===== src/rtl/inf_send_pkg.sv =====
`default_nettype none
// ============================================================================
// Module   : inf_send_pkg
// Purpose  : NEC IR transmitter timing/carrier defaults, FSM state encoding
//            and a burst-state classifier shared by the inf_send files.
// Revision : 1.0  initial release
// ============================================================================
package inf_send_pkg;

    // Default timings in 50 MHz sys_clk cycles
    localparam int unsigned c_CNT_CAR   = 1316;       // 38 kHz carrier period
    localparam int unsigned c_CNT_CAR_H = 439;        // 1/3 duty high time
    localparam int unsigned c_T_LEAD_H  = 450_000;    // 9 ms leader burst
    localparam int unsigned c_T_LEAD_L  = 225_000;    // 4.5 ms leader space
    localparam int unsigned c_T_REP_L   = 112_500;    // 2.25 ms repeat space
    localparam int unsigned c_T_BIT_H   = 28_000;     // 560 us bit/stop burst
    localparam int unsigned c_T_ZERO_L  = 28_000;     // 560 us logic-0 space
    localparam int unsigned c_T_ONE_L   = 84_500;     // 1.69 ms logic-1 space
    localparam int unsigned c_T_FRAME   = 5_500_000;  // 110 ms frame period

    localparam int unsigned c_FRAME_W   = 23;         // frame/phase counter width

    typedef enum logic [3:0] {
        S_IDLE   = 4'd0,
        S_LEAD_H = 4'd1,
        S_LEAD_L = 4'd2,
        S_BIT_H  = 4'd3,
        S_BIT_L  = 4'd4,
        S_STOP_H = 4'd5,
        S_GAP    = 4'd6,
        S_REP_H  = 4'd7,
        S_REP_L  = 4'd8
    } state_t;

    // States during which the LED carries the modulated carrier
    function automatic logic is_burst(input state_t s);
        return (s == S_LEAD_H) || (s == S_BIT_H) || (s == S_STOP_H) || (s == S_REP_H);
    endfunction

endpackage
`default_nettype wire


===== src/rtl/inf_send_carrier.sv =====
`default_nettype none
// ============================================================================
// Module   : inf_carrier
// Purpose  : 38 kHz carrier counter with restart, gated by the burst envelope.
//            Output is registered (one cycle behind the envelope).
// Revision : 1.0  initial release
// ============================================================================
module inf_carrier #(
    parameter int unsigned CNT_CAR   = 1316,
    parameter int unsigned CNT_CAR_H = 439
) (
    input  logic clk,
    input  logic rst_n,
    input  logic i_restart,   // next cycle is the first cycle of a burst
    input  logic i_burst,     // current state is a burst state
    output logic o_out
);

    localparam int unsigned c_W = (CNT_CAR > 1) ? $clog2(CNT_CAR) : 1;
    localparam logic [c_W-1:0] c_LAST = c_W'(CNT_CAR - 1);
    localparam logic [c_W-1:0] c_HIGH = c_W'(CNT_CAR_H);

    logic [c_W-1:0] r_car_cnt;
    logic           r_out;

    // Carrier phase: zero on burst entry, then wraps every CNT_CAR cycles
    always_ff @(posedge clk or negedge rst_n) begin
        if (!rst_n) begin
            r_car_cnt <= '0;
        end else if (i_restart || (r_car_cnt == c_LAST)) begin
            r_car_cnt <= '0;
        end else begin
            r_car_cnt <= r_car_cnt + 1'b1;
        end
    end

    // Registered LED drive: high for the first CNT_CAR_H cycles of each period
    always_ff @(posedge clk or negedge rst_n) begin
        if (!rst_n) begin
            r_out <= 1'b0;
        end else begin
            r_out <= i_burst && (r_car_cnt < c_HIGH);
        end
    end

    assign o_out = r_out;

endmodule
`default_nettype wire


===== src/rtl/inf_send.sv =====
`default_nettype none
// ============================================================================
// Module   : inf_send
// Purpose  : NEC infrared transmitter. Sends leader, 32 data bits (LSB first)
//            and stop burst, then repeat codes every frame period while
//            repeat_req is held. Bursts are carrier-modulated.
// Revision : 1.0  initial release
// ============================================================================
module inf_send
    import inf_send_pkg::*;
#(
    parameter int unsigned CNT_CAR   = c_CNT_CAR,
    parameter int unsigned CNT_CAR_H = c_CNT_CAR_H,
    parameter int unsigned T_LEAD_H  = c_T_LEAD_H,
    parameter int unsigned T_LEAD_L  = c_T_LEAD_L,
    parameter int unsigned T_REP_L   = c_T_REP_L,
    parameter int unsigned T_BIT_H   = c_T_BIT_H,
    parameter int unsigned T_ZERO_L  = c_T_ZERO_L,
    parameter int unsigned T_ONE_L   = c_T_ONE_L,
    parameter int unsigned T_FRAME   = c_T_FRAME
) (
    input  logic       sys_clk,
    input  logic       sys_rst_n,
    input  logic       send_en,
    input  logic       repeat_req,
    input  logic [7:0] addr,
    input  logic [7:0] data,
    output logic       inf_out,
    output logic       busy,
    output logic       done
);

    localparam logic [c_FRAME_W-1:0] c_FRAME_LAST = c_FRAME_W'(T_FRAME - 1);

    state_t                 r_state;
    state_t                 w_next;
    logic [c_FRAME_W-1:0]   r_ph_cnt;
    logic [c_FRAME_W-1:0]   r_frame_cnt;
    logic [5:0]             r_bit_cnt;
    logic [31:0]            r_sreg;
    logic                   r_done;
    logic [c_FRAME_W-1:0]   w_dur;
    logic                   w_ph_end;
    logic                   w_accept;
    logic                   w_finish;
    logic                   w_restart;

    // Duration of the current state; the data space depends on the next bit
    always_comb begin
        w_dur = '0;
        case (r_state)
            S_LEAD_H, S_REP_H: w_dur = c_FRAME_W'(T_LEAD_H);
            S_LEAD_L:          w_dur = c_FRAME_W'(T_LEAD_L);
            S_REP_L:           w_dur = c_FRAME_W'(T_REP_L);
            S_BIT_H, S_STOP_H: w_dur = c_FRAME_W'(T_BIT_H);
            S_BIT_L:           w_dur = r_sreg[0] ? c_FRAME_W'(T_ONE_L) : c_FRAME_W'(T_ZERO_L);
            default:           w_dur = '0;
        endcase
        w_ph_end = (r_ph_cnt == (w_dur - 1'b1));
    end

    // Next-state logic; done pulse follows the GAP->IDLE transition
    always_comb begin
        w_next   = r_state;
        w_accept = 1'b0;
        w_finish = 1'b0;
        case (r_state)
            S_IDLE: begin
                // The done cycle is still IDLE but must not start a new frame
                if (send_en && !r_done) begin
                    w_next   = S_LEAD_H;
                    w_accept = 1'b1;
                end
            end
            S_LEAD_H: if (w_ph_end) w_next = S_LEAD_L;
            S_LEAD_L: if (w_ph_end) w_next = S_BIT_H;
            S_BIT_H:  if (w_ph_end) w_next = S_BIT_L;
            S_BIT_L:  if (w_ph_end) w_next = (r_bit_cnt == 6'd31) ? S_STOP_H : S_BIT_H;
            S_STOP_H: if (w_ph_end) w_next = S_GAP;
            S_GAP: begin
                if (r_frame_cnt == c_FRAME_LAST) begin
                    if (repeat_req) begin
                        w_next = S_REP_H;
                    end else begin
                        w_next   = S_IDLE;
                        w_finish = 1'b1;
                    end
                end
            end
            S_REP_H:  if (w_ph_end) w_next = S_REP_L;
            S_REP_L:  if (w_ph_end) w_next = S_STOP_H;
            default:  w_next = S_IDLE;
        endcase
    end

    // State register
    always_ff @(posedge sys_clk or negedge sys_rst_n) begin
        if (!sys_rst_n) begin
            r_state <= S_IDLE;
        end else begin
            r_state <= w_next;
        end
    end

    // Phase counter restarts on every state change; frame counter on leader/repeat start
    always_ff @(posedge sys_clk or negedge sys_rst_n) begin
        if (!sys_rst_n) begin
            r_ph_cnt    <= '0;
            r_frame_cnt <= '0;
        end else begin
            r_ph_cnt <= (w_next != r_state) ? '0 : r_ph_cnt + 1'b1;
            if (((w_next == S_LEAD_H) || (w_next == S_REP_H)) && (w_next != r_state)) begin
                r_frame_cnt <= '0;
            end else if (r_frame_cnt != '1) begin
                r_frame_cnt <= r_frame_cnt + 1'b1;
            end
        end
    end

    // Payload: load on accept, shift out LSB first at the end of every data space
    always_ff @(posedge sys_clk or negedge sys_rst_n) begin
        if (!sys_rst_n) begin
            r_sreg    <= '0;
            r_bit_cnt <= '0;
        end else if (w_accept) begin
            r_sreg    <= {~data, data, ~addr, addr};
            r_bit_cnt <= '0;
        end else if ((r_state == S_BIT_L) && w_ph_end) begin
            r_sreg    <= {1'b0, r_sreg[31:1]};
            r_bit_cnt <= r_bit_cnt + 1'b1;
        end
    end

    // One-cycle completion pulse
    always_ff @(posedge sys_clk or negedge sys_rst_n) begin
        if (!sys_rst_n) begin
            r_done <= 1'b0;
        end else begin
            r_done <= w_finish;
        end
    end

    assign w_restart = is_burst(w_next) && (w_next != r_state);

    inf_carrier #(
        .CNT_CAR   (CNT_CAR),
        .CNT_CAR_H (CNT_CAR_H)
    ) u_carrier (
        .clk       (sys_clk),
        .rst_n     (sys_rst_n),
        .i_restart (w_restart),
        .i_burst   (is_burst(r_state)),
        .o_out     (inf_out)
    );

    assign busy = (r_state != S_IDLE);
    assign done = r_done;

endmodule
`default_nettype wire

===== config.mk =====
export PLATFORM = sky130hd
export DESIGN_NAME = inf_send
export DESIGN_NICKNAME = d
export VERILOG_FILES = /design/src/rtl/inf_send_pkg.sv /design/src/rtl/inf_send_carrier.sv /design/src/rtl/inf_send.sv
export SDC_FILE = /design/constraint.sdc
export NUM_CORES = 1
export LEC_CHECK = 0
export CORE_AREA = 2 2 171 89
export CTS_CLUSTER_SIZE = 14
export DETAILED_ROUTE_END_ITERATION = 16
export DIE_AREA = 0 0 173 91
export GPL_TIMING_DRIVEN = 0
export PLACE_DENSITY = 0.55
export SLEW_MARGIN = 20
export SYNTH_ARGS = -nofsm -noshare
export SYNTH_HDL_FRONTEND = slang
export SYNTH_SLANG_ARGS = --single-unit

===== constraint.sdc =====
create_clock -name sys_clk -period 5.5 [get_ports sys_clk]
set_input_delay 0.825 -clock sys_clk [delete_from_list [all_inputs] [get_ports sys_clk]]
set_output_delay 0.825 -clock sys_clk [all_outputs]
set_load 0.02 [all_outputs]

==> run summary <==
outcome -> finished clean
Placed Instance Area -> 6135 um^2
Layout area overhead -> 14.82%
Clock Skew -> 0.009880 ns
DRT iter0 DRCs -> 399
EDFF count, synth -> 0
Syn Area/Cell -> 9.326 um^2
routed wire length -> 13.15 mm
Longest Clk Path Bufs -> 2
row count -> 31
number of synthesized register bits -> 101
CTS tree -> built
post-layout min period -> 5.015 ns
path category of the worst min-delay check -> input port to asynchronous set/reset pin
Tcrit/Tclk final -> 0.9119
remaining global-route overflow -> 0
Required @ worst endpoint -> 5.70 ns
I/O Buffers -> 22
register area share after synthesis -> 0.4487
fin nets -> 663
I/O Pins -> 23
Hold Vio Cnt, Final -> 0
Ant. Diodes -> 0
Die ar. -> 15,740 um^2
share of the synthesized area in the top cell type -> 0.4487
largest net degree at the start of global routing -> 56
Hold-fix buffers, CTS -> 0
CTS Sinks -> 101
first-pass GRT wire length -> 22.27 mm
commonest cells in the netlist -> dfrtp_1, nor2_1, mux2i_1, xnor2_1, xor2_1
post-cts sizing count -> 0
power density cells -> 338.8 nW/um^2
# H-tree levels -> 3
kind of critical path -> flip-flop to flip-flop
die extent in y -> 91 um
Total Power -> 2.191 mW
core area -> 14,200 um^2
Slew Viols, Final -> 0
Post-CTS Repair Setup Buffers -> 0
DR pass1 iterations -> 5
multi-input logic area -> 2919 um^2
Syn Std Cell Area -> 5633 um^2
RSZ-0062 raised after global routing -> false
Die X -> 173 um
Arr. time, crit path -> 5.22 ns
static leakage -> 2.699 nW
Reg2Reg Setup Slack -> 0.48 ns
DR vias -> 4,406
Worst-Skew Late Latency -> 0.34 ns
Crit-path slowest cell -> nor3_2
Syn. warnings -> 0
endpoints failing setup -> 0
critical-path maximum fanout -> 10
count of unique library cells instantiated by Yosys -> 55
share of cells above drive strength 1 -> 0.05616
Critical Path Sink Type -> flip-flop
Max Fclk -> 0.1994 GHz
top cells by area, synth -> dfrtp_1, mux2i_1, nor2_1, xnor2_1, xor2_1
IR drop worst, VDD -> 0.1917 mV
fill count -> 1,407
Sequential Area -> 2527 um^2
CTS Buf Count -> 9
global-route usage over all layers -> 0.1756
Max Cap Viol -> 0
top_reg_cell synth -> dfrtp_1
Async SR Flop Fraction -> 1.000
initial antenna violation count -> 0
CP Cell Sequence -> buf_2, buf_1, clkbuf_1, clkbuf_1, or3_1, ha_1, inv_1, o31a_1, nor2_1, a31oi_1, a211o_1, nor3_2, a21o_1, buf_1, nor2_1
Starting Density -> 0.3968
RR Startpoint -> r_state[3]$_DFF_PN0_
r2r endpoint -> r_ph_cnt[13]$_DFF_PN0_
slowest stage delay, CP -> 0.55 ns
syn nets -> 629
post-DR wirelength/cell -> 15.67 um
cells after synthesis -> 604
post-DP HPWL -> 9.867 mm
Max transition margin -> 0.4128
count leader, synth -> dfrtp_1
CTS root buf -> clkbuf_16
Vias/cell -> 5.251
Reg clk slew, reported paths -> 0.07 ns
ANT nets after route -> 0
gpl congestion -> 0.8853
dominant cell type by area after synthesis -> dfrtp_1
Worst Setup Start Kind -> flip-flop
pin slew with the least headroom to its limit -> 0.8686 ns
Worst Reg-to-Reg Cells -> 15
fin area -> 6467 um^2
DRC -> 0
vias in the first global route -> 4,175
[sequential cells by signal, indices dropped and copies added, names as in the netlist]
name,count
u_carrier.r_car_cnt,11
r_frame_cnt,23
r_sreg,32
u_carrier.o_out,1
r_state,4
r_ph_cnt,23
r_bit_cnt,6
done,1
[worst max path at each step]
stage,start,end,slack [ns],cells after the start
floorplan,r_state[3]$_DFF_PN0_,r_bit_cnt[4]$_DFFE_PN0P_,1.50,16
global placement,sys_rst_n,r_bit_cnt[1]$_DFFE_PN0P_,-0.34,1
detailed placement,r_state[3]$_DFF_PN0_,r_ph_cnt[8]$_DFF_PN0_,0.61,15
CTS,r_state[3]$_DFF_PN0_,r_ph_cnt[13]$_DFF_PN0_,0.57,15
global route,r_state[3]$_DFF_PN0_,r_ph_cnt[19]$_DFF_PN0_,0.15,15
finish,r_state[3]$_DFF_PN0_,r_ph_cnt[13]$_DFF_PN0_,0.48,15
[kinds of logic after synthesis]
kind of cell	count (synthesis)	share of synthesized area
flops	101	0.4487
simple gates	255	0.2319
fa+ha+maj	5	0.01111
buf+inv	45	0.03398
xor+xnor	62	0.09640
mux	37	0.06597
compound gates	99	0.1120
[area by class of cell]
type,count,area share
timing repair buffer,23,0.03850
multi-input combinational,458,0.4513
clock inverter,5,0.01664
sequential,101,0.3908
tap,198,0.03831
buffer,34,0.02322
clock buffer,9,0.03482
inverter,11,0.006384
[through the flow]
step                      hold WS, ns  worst slack [ns]  setup TNS [ns]    util  instances
after floorplan                0.4352             1.499               0       -        604
after global placement         0.4508           -0.3394          -33.31  0.4298        824
after detailed placement       0.4714            0.6062               0  0.4321        825
after CTS                      0.4202            0.5665               0  0.4556        839
after global routing           0.4375            0.1453               0  0.4556        839
final                          0.4067            0.4845               0  0.4556        839
[metal layers]
layer | routed length (um) | vias up | part of all wire | track usage
met5 | 0 | - | 0 | 0
met4 | 89 | 0 | 0.0068 | 0.03531
met3 | 583 | 6 | 0.044 | 0.03266
met2 | 4973 | 83 | 0.38 | 0.2260
met1 | 7504 | 2137 | 0.57 | 0.2927
li1 | - | 2180 | - | -
[report_power, final]
| group | total [mW] | leakage (nW) | switching [mW] | internal, mW |
|---|---|---|---|---|
| combinational | 0.415 | 1.39 | 0.213 | 0.202 |
| clock | 0.722 | 0.162 | 0.279 | 0.443 |
| sequential | 1.05 | 1.15 | 0.166 | 0.888 |
[worst max-delay path: cells and delay by family, from the launching register on]
kind            cells  cell delay, ns
buf+inv             6            1.92
compound gates      4            1.20
simple gates        4            1.13
flops               1            0.33
fa+ha+maj           1            0.29
[cells in the final DEF, fill, tap and decap left out, drive strengths merged, types with 12 or more instances in the layout]
| cell type | count |
|---|---|
| xnor2 | 31 |
| nand4 | 12 |
| o21ai | 22 |
| xor2 | 31 |
| o21bai | 17 |
| nand2 | 28 |
| inv | 13 |
| nand3 | 25 |
| clkbuf | 31 |
| and3 | 12 |
| dfrtp | 101 |
| nor3 | 20 |
| nor2 | 93 |
| nor2b | 12 |
| buf | 14 |
| mux2i | 36 |
| clkdlybuf4s50 | 21 |
| a21oi | 28 |
(Power assumes the default switching activity.)
